[config.mk]
export PLATFORM = sky130hd
export DESIGN_NAME = sc_serial_frame_rx_flat
export DESIGN_NICKNAME = d
export VERILOG_FILES = /design/src/rtl/sc_serial_frame_rx_if.sv /design/src/rtl/sc_serial_frame_rx.sv /design/src/flat_wrapper.sv
export SDC_FILE = /design/constraint.sdc
export NUM_CORES = 1
export LEC_CHECK = 0
export CORE_AREA = 3 3 109 152
export DETAILED_ROUTE_END_ITERATION = 16
export DIE_AREA = 0 0 112 155
export GPL_TIMING_DRIVEN = 0
export PLACE_DENSITY_LB_ADDON = 0.1
export SYNTH_ARGS = -nofsm -noshare
export SYNTH_HDL_FRONTEND = slang
export SYNTH_SLANG_ARGS = --single-unit
[constraint.sdc]
create_clock -name Clk_ik -period 3.2 [get_ports Clk_ik]
set_clock_uncertainty 0.1 [all_clocks]
set_input_delay 0.96 -clock Clk_ik [delete_from_list [all_inputs] [get_ports Clk_ik]]
set_output_delay 0.96 -clock Clk_ik [all_outputs]
set_load 0.005 [all_outputs]
[src/rtl/sc_serial_frame_rx_if.sv]
// rtl/sc_serial_frame_rx_if.sv - serial line, strobes and received-word outputs of the slow-control receiver
interface sc_serial_frame_rx_if;
    logic        BitEn_i;
    logic        Rx_i;
    logic        resetflags_i;
    logic [31:0] data_ob32;
    logic        newdata_o;
    logic        ParityErr_o;
    logic        FrameErr_o;
    logic        SerialLinkUp_o;
    logic        RxLocked_o;

    modport master (
        output BitEn_i, Rx_i, resetflags_i,
        input  data_ob32, newdata_o, ParityErr_o, FrameErr_o, SerialLinkUp_o, RxLocked_o
    );

    modport slave (
        input  BitEn_i, Rx_i, resetflags_i,
        output data_ob32, newdata_o, ParityErr_o, FrameErr_o, SerialLinkUp_o, RxLocked_o
    );
endinterface

[src/rtl/sc_serial_frame_rx.sv]
// rtl/sc_serial_frame_rx.sv - slow-control serial frame receiver with parity/framing checks and link qualification
module sc_serial_frame_rx #(
    parameter int LINKUP_FRAMES = 4,
    parameter int ERR_LIMIT     = 2,
    parameter int TIMEOUT_BITS  = 4096
) (
    input logic                 Clk_ik,
    input logic                 Rst_irn,
    sc_serial_frame_rx_if.slave sc
);
    localparam int GW = $clog2(LINKUP_FRAMES + 1);
    localparam int EW = $clog2(ERR_LIMIT + 1);
    localparam int TW = $clog2(TIMEOUT_BITS + 1);
    localparam logic [GW-1:0] GOOD_MAX = GW'(LINKUP_FRAMES);
    localparam logic [EW-1:0] ERR_MAX  = EW'(ERR_LIMIT);
    localparam logic [TW-1:0] TO_MAX   = TW'(TIMEOUT_BITS);

    typedef enum logic [2:0] {HUNT, IDLE, DATA, PARITY, STOP} state_t;

    state_t        state, state_nxt;
    logic [31:0]   shreg, shreg_nxt;
    logic [4:0]    bitcnt, bitcnt_nxt;
    logic          par_bit, par_bit_nxt;
    logic [31:0]   data_q;
    logic          newdata_q, parity_err_q, frame_err_q, link_q, link_nxt;
    logic [GW-1:0] goodcnt, goodcnt_nxt;
    logic [EW-1:0] errcnt, errcnt_nxt;
    logic [TW-1:0] tocnt, tocnt_nxt;
    logic          frame_good, frame_bad_par, frame_bad_stop;

    always_comb begin
        state_nxt      = state;
        shreg_nxt      = shreg;
        bitcnt_nxt     = bitcnt;
        par_bit_nxt    = par_bit;
        frame_good     = 1'b0;
        frame_bad_par  = 1'b0;
        frame_bad_stop = 1'b0;
        if (sc.BitEn_i) begin
            case (state)
                HUNT: if (sc.Rx_i) state_nxt = IDLE;
                IDLE: if (!sc.Rx_i) begin
                    state_nxt  = DATA;
                    bitcnt_nxt = 5'd31;
                end
                DATA: begin
                    shreg_nxt = {shreg[30:0], sc.Rx_i};
                    if (bitcnt == 5'd0) state_nxt = PARITY;
                    else bitcnt_nxt = bitcnt - 5'd1;
                end
                PARITY: begin
                    par_bit_nxt = sc.Rx_i;
                    state_nxt   = STOP;
                end
                STOP: begin
                    // A bad stop bit means we may be misaligned, so resynchronise from HUNT
                    if (sc.Rx_i) begin
                        state_nxt = IDLE;
                        if ((^shreg) == par_bit) frame_good = 1'b1;
                        else frame_bad_par = 1'b1;
                    end else begin
                        state_nxt      = HUNT;
                        frame_bad_stop = 1'b1;
                    end
                end
                default: state_nxt = HUNT;
            endcase
        end
    end

    always_comb begin
        goodcnt_nxt = goodcnt;
        errcnt_nxt  = errcnt;
        tocnt_nxt   = tocnt;
        link_nxt    = link_q;
        if (sc.BitEn_i) begin
            if (frame_good) begin
                tocnt_nxt  = '0;
                errcnt_nxt = '0;
                if (goodcnt < GOOD_MAX) goodcnt_nxt = goodcnt + GW'(1);
                if (goodcnt_nxt == GOOD_MAX) link_nxt = 1'b1;
            end else begin
                if (tocnt < TO_MAX) tocnt_nxt = tocnt + TW'(1);
                if (frame_bad_par || frame_bad_stop) begin
                    goodcnt_nxt = '0;
                    if (errcnt < ERR_MAX) errcnt_nxt = errcnt + EW'(1);
                    if (errcnt_nxt == ERR_MAX) link_nxt = 1'b0;
                end
                // Re-evaluated on every enable while saturated, so the link cannot recover without good frames
                if (tocnt_nxt == TO_MAX) begin
                    link_nxt    = 1'b0;
                    goodcnt_nxt = '0;
                end
            end
        end
    end

    always_ff @(posedge Clk_ik or negedge Rst_irn) begin
        if (!Rst_irn) begin
            state        <= HUNT;
            shreg        <= '0;
            bitcnt       <= '0;
            par_bit      <= 1'b0;
            data_q       <= '0;
            newdata_q    <= 1'b0;
            parity_err_q <= 1'b0;
            frame_err_q  <= 1'b0;
            link_q       <= 1'b0;
            goodcnt      <= '0;
            errcnt       <= '0;
            tocnt        <= '0;
        end else begin
            state     <= state_nxt;
            shreg     <= shreg_nxt;
            bitcnt    <= bitcnt_nxt;
            par_bit   <= par_bit_nxt;
            newdata_q <= frame_good;
            link_q    <= link_nxt;
            goodcnt   <= goodcnt_nxt;
            errcnt    <= errcnt_nxt;
            tocnt     <= tocnt_nxt;
            if (frame_good) data_q <= shreg;
            if (sc.resetflags_i) begin
                parity_err_q <= 1'b0;
                frame_err_q  <= 1'b0;
            end else begin
                if (frame_bad_par) parity_err_q <= 1'b1;
                if (frame_bad_stop) frame_err_q <= 1'b1;
            end
        end
    end

    assign sc.data_ob32      = data_q;
    assign sc.newdata_o      = newdata_q;
    assign sc.ParityErr_o    = parity_err_q;
    assign sc.FrameErr_o     = frame_err_q;
    assign sc.SerialLinkUp_o = link_q;
    assign sc.RxLocked_o     = (state != HUNT);
endmodule
[src/flat_wrapper.sv]
// flat-port wrapper written by rule: the top's interface ports become plain ports
module sc_serial_frame_rx_flat 
#(
    parameter int LINKUP_FRAMES = 4,
    parameter int ERR_LIMIT     = 2,
    parameter int TIMEOUT_BITS  = 4096
)
  (Clk_ik, Rst_irn, sc_BitEn_i, sc_Rx_i, sc_resetflags_i, sc_data_ob32, sc_newdata_o, sc_ParityErr_o, sc_FrameErr_o, sc_SerialLinkUp_o, sc_RxLocked_o);
  sc_serial_frame_rx_if sc_i ();
  input logic Clk_ik;
  input logic Rst_irn;
  input wire logic [$bits(sc_i.BitEn_i)-1:0] sc_BitEn_i;
  input wire logic [$bits(sc_i.Rx_i)-1:0] sc_Rx_i;
  input wire logic [$bits(sc_i.resetflags_i)-1:0] sc_resetflags_i;
  output wire logic [$bits(sc_i.data_ob32)-1:0] sc_data_ob32;
  output wire logic [$bits(sc_i.newdata_o)-1:0] sc_newdata_o;
  output wire logic [$bits(sc_i.ParityErr_o)-1:0] sc_ParityErr_o;
  output wire logic [$bits(sc_i.FrameErr_o)-1:0] sc_FrameErr_o;
  output wire logic [$bits(sc_i.SerialLinkUp_o)-1:0] sc_SerialLinkUp_o;
  output wire logic [$bits(sc_i.RxLocked_o)-1:0] sc_RxLocked_o;
  assign sc_i.BitEn_i = sc_BitEn_i;
  assign sc_i.Rx_i = sc_Rx_i;
  assign sc_i.resetflags_i = sc_resetflags_i;
  assign sc_data_ob32 = sc_i.data_ob32;
  assign sc_newdata_o = sc_i.newdata_o;
  assign sc_ParityErr_o = sc_i.ParityErr_o;
  assign sc_FrameErr_o = sc_i.FrameErr_o;
  assign sc_SerialLinkUp_o = sc_i.SerialLinkUp_o;
  assign sc_RxLocked_o = sc_i.RxLocked_o;
  sc_serial_frame_rx #(.LINKUP_FRAMES(LINKUP_FRAMES), .ERR_LIMIT(ERR_LIMIT), .TIMEOUT_BITS(TIMEOUT_BITS)) u_core (.Clk_ik(Clk_ik), .Rst_irn(Rst_irn), .sc(sc_i));
endmodule
# Word-level counts from Yosys, hierarchy flattened
# Index checks and enable logic that the tools add are counted.
[classes]
n_lt_le_gt_ge = 3
eq_ne = 13
reduce_logical = 18
mux = 44
n_addsub = 4
[op_table]
columns = ["cell", "n"]
rows = [
  ["$mux W13", 4],
  ["$reduce_xor A32 Y1", 1],
  ["$mux W3", 9],
  ["$mux W1", 21],
  ["$pmux W3 S5", 1],
  ["$add A13 B1 Y13 const B", 1],
  ["$eq A13 B13 Y1 const B", 1],
  ["$lt A13 B13 Y1 const B", 1],
  ["$mux W2", 6],
  ["$reduce_and A4 Y1", 3],
  ["$mux W5", 2],
  ["$pmux W5 S2", 1],
  ["$reduce_bool A3 Y1", 3],
  ["$ne A2 B2 Y1 const B", 4],
  ["$reduce_and A2 Y1", 4],
  ["$reduce_bool A2 Y1", 4],
  ["$eq A3 B2 Y1 const B", 2],
  ["$eq A3 B3 Y1 const B", 2],
  ["$logic_not A5 Y1", 1],
  ["$sub A5 B1 Y5 const B", 1],
  ["$add A3 B1 Y3 const B", 1],
  ["$eq A3 B1 Y1 const B", 1],
  ["$logic_not A3 Y1", 1],
  ["$lt A3 B3 Y1 const B", 1],
  ["6 further kinds", 6],
]
[word_totals]
in_bits = 5
word_cells = 94
out_inout_bits = 37
ff_bits = 95

# Longest topological paths before layout
[logic_depth]
ltp_word = 15
mapped_depth = 10
depth_no_buf = 9

# Least setup slack after synthesis
# Ideal clock, no wire load.
[synth_path]
path_type = "flip-flop to flip-flop"
start = "reg u_core.tocnt[0]"
end = "reg u_core.goodcnt[0]"
synth_period_minus_slack_ps = 2420
setup_ps = 121
t_required_ps = 2979
path_stages_with_launch = 10
path_slack_ps = 780
arrival_ps = 2199
path_buffers = 1
cell_sequence = "dfrtp_1 > ha_1 > and3b_1 > clkbuf_1 > nor3b_1 > o21bai_1 > a211o_1 > nor4_1 > a21oi_1 > a22o_1"
[synth_between]
elab_chain_cells = 7
word_cells_on_any_way = 10
classes_between = "add/sub (1); order compare (1); eq/ne (1); mux (5); reduce/logical (2)"
[synth_lines]
columns = ["element", "line_no", "source"]
rows = [
  ["start: declaration", "sc_serial_frame_rx.sv:28", "logic [TW-1:0] tocnt, tocnt_nxt;"],
  ["start signal: assignment", "sc_serial_frame_rx.sv:121", "tocnt <= tocnt_nxt;"],
  ["$add A13 B1 Y13 / $lt A13 B13 Y1 (equally long branches)", "sc_serial_frame_rx.sv:83", "if (tocnt < TO_MAX) tocnt_nxt = tocnt + TW'(1);"],
  ["$mux W13 *", "sc_serial_frame_rx.sv:83", ""],
  ["$mux W13 *", "sc_serial_frame_rx.sv:77", "if (frame_good) begin"],
  ["$mux W13 *", "sc_serial_frame_rx.sv:76", "if (sc.BitEn_i) begin"],
  ["$eq A13 B13 Y1 *", "sc_serial_frame_rx.sv:90", "if (tocnt_nxt == TO_MAX) begin"],
  ["$reduce_bool A3 Y1 (no line) / $mux W3 (equally long branches)", "--", ""],
  ["$reduce_and A2 Y1 (no line) / $mux W3 (equally long branches)", "--", ""],
  ["end signal: assignment", "sc_serial_frame_rx.sv:119", "goodcnt <= goodcnt_nxt;"],
  ["end: declaration", "sc_serial_frame_rx.sv:26", "logic [GW-1:0] goodcnt, goodcnt_nxt;"],
]
# Mark *: on every way between the ends. The rest lies on a longest branch, timed or not. The select of a mux whose other input is x is not followed.
# A chain may end at the register's enable or synchronous reset.

# Worst setup path in the final report
# Ends and elaborated chain as after synthesis.

==> flow_metrics.tcl <==
set metrics [dict create \
    cts.clk_slew.worst_paths_ns 0.07 \
    finalCritPeriodShare_pct 89.5 \
    fin_crit_ns 2.86 \
    worst_slew_pin_slew_ns 0.665 \
    io_pins 42 \
    first_pass_iters 4 \
    core_mm2 0.0152 \
    synthArstFlopShare_pct 100 \
    hold_class "reg2reg" \
    finalPower_mw 4.42 \
    slowest_delay_ns 0.46 \
    synth_cells 357 \
    cp_top_family "simple AND/OR/NAND/NOR gates" \
    synth.avg_cell_area_um2 12.8 \
    maxCapViolCount 0 \
    rsz0062_at_grt "false" \
    drv_slew 0 \
    dieArea_mm2 0.0174 \
    cts.path.max_buffers 2 \
    num_rows 53 \
    crit_type "reg2reg" \
    syn_area_mm2 0.00457 \
    root_buffer "clkbuf_16" \
    path_buf_inv 1 \
    final_cell_area_mm2 0.00556 \
    cts_resized 0 \
    synth.distinct_cells 49 \
    finalHoldViolations 0 \
    fmax_mhz 349 \
    die-height_um 155 \
    utilization_pct 36.6 \
    via_count 2787 \
    yosysTopAreaCell "dfrtp_1" \
    hold_slack_ns 0.384 \
    p_leak_nw 2.45 \
    routed_wl_um 8890 \
    grt_pass1_wl_um 15500 \
    crit_fanout 6 \
    start_util_pct 30.1 \
    place_ws_ns 0.241 \
    grt_pass1_vias 2984 \
    crit_slowest_cell "nor4_1" \
    htreeDepth 3 \
    wl_per_cell_um 14.6 \
    endpoint_kind "flip-flop" \
    synth_nets 367 \
    worst_slack_ns 0.335 \
    final_antenna_net_count 0 \
    drive_above_1_share_pct 22.4 \
    drt-vias-per-instance 4.59 \
    slew_headroom_pct 55.3 \
    synth_top_area_share_pct 52.1 \
    irDropWorstVdd_mv 0.419 \
    area_growth_pct 21.7 \
    cts.hold.buffers_added 0 \
    powerDensity_mw_per_mm2 796 \
    post-cts-setup-buffer-count 0 \
    setup_violations 0 \
    ys_ff_latch 95 \
    antenna_found_initial 0 \
    tritoncts "done" \
    grt_max_degree 58 \
    gp_congestion 0.764 \
    outcome "finished, final reports clean" \
    final_nets 420 \
    grtUsageTotal_pct 11.0 \
    diodes 0 \
    die_x_um 112 \
    start_kind "flip-flop" \
    io_buffers 41 \
    dp_hpwl_um 6230 \
    worst_ep_required_time_ns 3.32 \
    synth-edff-count 0 \
    synth_area_leaders "dfrtp_1, mux2_4, mux2_2, xnor2_1, nor2_1" \
    synth_seq_area_share_pct 52.1 \
    cp.arrival_ns 2.98 \
    path_cells "ha_1, and3b_1, clkbuf_1, nand4_1, xnor2_1, a211o_1, nor4_1, a21oi_1, a22o_1" \
    synth_flop_cell "dfrtp_1" \
    cts_buffers 9 \
    clkLatencyLatePin_ns 0.33 \
    numClockSinks 95 \
    placed_cell_area_mm2 0.00524 \
    drc_errors 0 \
    drt-initial-drc-count 61 \
    grt-ovfl-total 0 \
    yosys_warnings 0 \
]
==> placed cells by master (no fill, tap or decap), types with 3 or more instances in the layout <==
master,netlist,final
a21oi_1,10,10
nand2b_1,3,3
and3_1,3,3
nor3b_1,3,3
a31oi_1,5,5
buf_12,3,3
nand4_1,3,3
mux2_2,33,33
mux2_4,31,31
clkbuf_1,9,11
buf_2,3,3
xnor2_1,31,31
clkdlybuf4s50_1,0,40
mux2i_1,3,3
nand2_1,14,14
dfrtp_1,95,95
nor3_1,5,5
and2_1,3,3
clkbuf_16,0,9
nor2_1,26,26
nand3_1,10,10
ha_1,5,5
xor2_1,11,11
o21ai_0,4,4
inv_1,9,9
==> power breakdown <==
group | leakage [nW] | switching [mW] | total, mW | internal, mW
clock | 0.150 | 0.455 | 1.14 | 0.687
sequential | 1.27 | 0.252 | 1.69 | 1.44
combinational | 1.03 | 0.722 | 1.59 | 0.864
total | 2.45 | 1.43 | 4.42 | 2.99
==> metrics by stage <==
stage	setup TNS [ns]	instances
after global routing	0	607
after CTS	0	607
final	0	607
after detailed placement	0	591
after floorplan	0	357
after global placement	-265.58	590
==> sequential cells by signal, summed over array words and instances (netlist names), 2 cells and up <==
signal	flops
u_core.goodcnt	3
u_core.bitcnt	5
u_core.tocnt	13
u_core.sc.data_ob32	32
u_core.errcnt	2
u_core.shreg	32
u_core.state	3
==> worst min-delay path, delay by kind of cell, from the launching register on <==
kind	cells	cell delay, ns
simple gates	1	0.05
compound gates	1	0.05
flops	1	0.35
==> cells in the mapped netlist (3+ instances only) <==
cell type and count:
buf_2 3, a31oi_1 5, and2_1 3, and3_1 3
nor3b_1 3, nand3_1 10, inv_1 9, mux2_2 33
ha_1 5, nand2b_1 3, xor2_1 11, nor3_1 5
xnor2_1 31, buf_12 3, mux2i_1 3, dfrtp_1 95
nand2_1 14, nor2_1 26, clkbuf_1 9, a21oi_1 10
mux2_4 31, o21ai_0 4, nand4_1 3
==> logic make-up (layout without fill, tap and decap cells) <==
family                   after synthesis  in the layout  share of synthesized area [%]
AO/OA/AOI/OAI                         36             36                           5.32
XOR/XNOR                              45             45                           9.40
adder cells (fa/ha/maj)                5              5                           1.37
buffers and inverters                 27             85                           3.75
flip-flops                            95             95                           52.1
multiplexers                          67             67                           19.0
AND/OR/NAND/NOR                       82             82                           9.12
==> layer usage <==
layer  share of wire [%]  up-vias  GRT usage (%)
met2                  48       60           18.2
met3                 3.5       12           2.18
li1                    -     1348              -
met1                  46     1367           14.1
met5                   0        -              0
met4                 2.2        0           4.75
==> final timing paths <==
kind / endpoint / cells after the start / slack (ns) / start
max reg2reg: u_core.goodcnt[0] / 9 / 0.34 / u_core.tocnt[0]
max in group asynchronous: u_core.tocnt[2] / 2 / 1.81 / Rst_irn
min: u_core.errcnt[0] / 2 / 0.38 / u_core.errcnt[0]
max: u_core.goodcnt[0] / 9 / 0.34 / u_core.tocnt[0]
min in group asynchronous: u_core.sc.data_ob32[19] / 1 / 0.51 / Rst_irn
min reg2reg: u_core.errcnt[0] / 2 / 0.38 / u_core.errcnt[0]
==> final cells by class <==
cell class	count	area, µm²
Multi-Input combinational cell	235	2020
Fill cell	1486	9630
Inverter	10	40.0
Tap cell	192	240
Sequential cell	95	2380
Buffer	17	131
Clock inverter	5	81.3
Timing Repair Buffer	42	435
Clock buffer	11	233
Note: power is estimated with default switching activity, not from simulation.
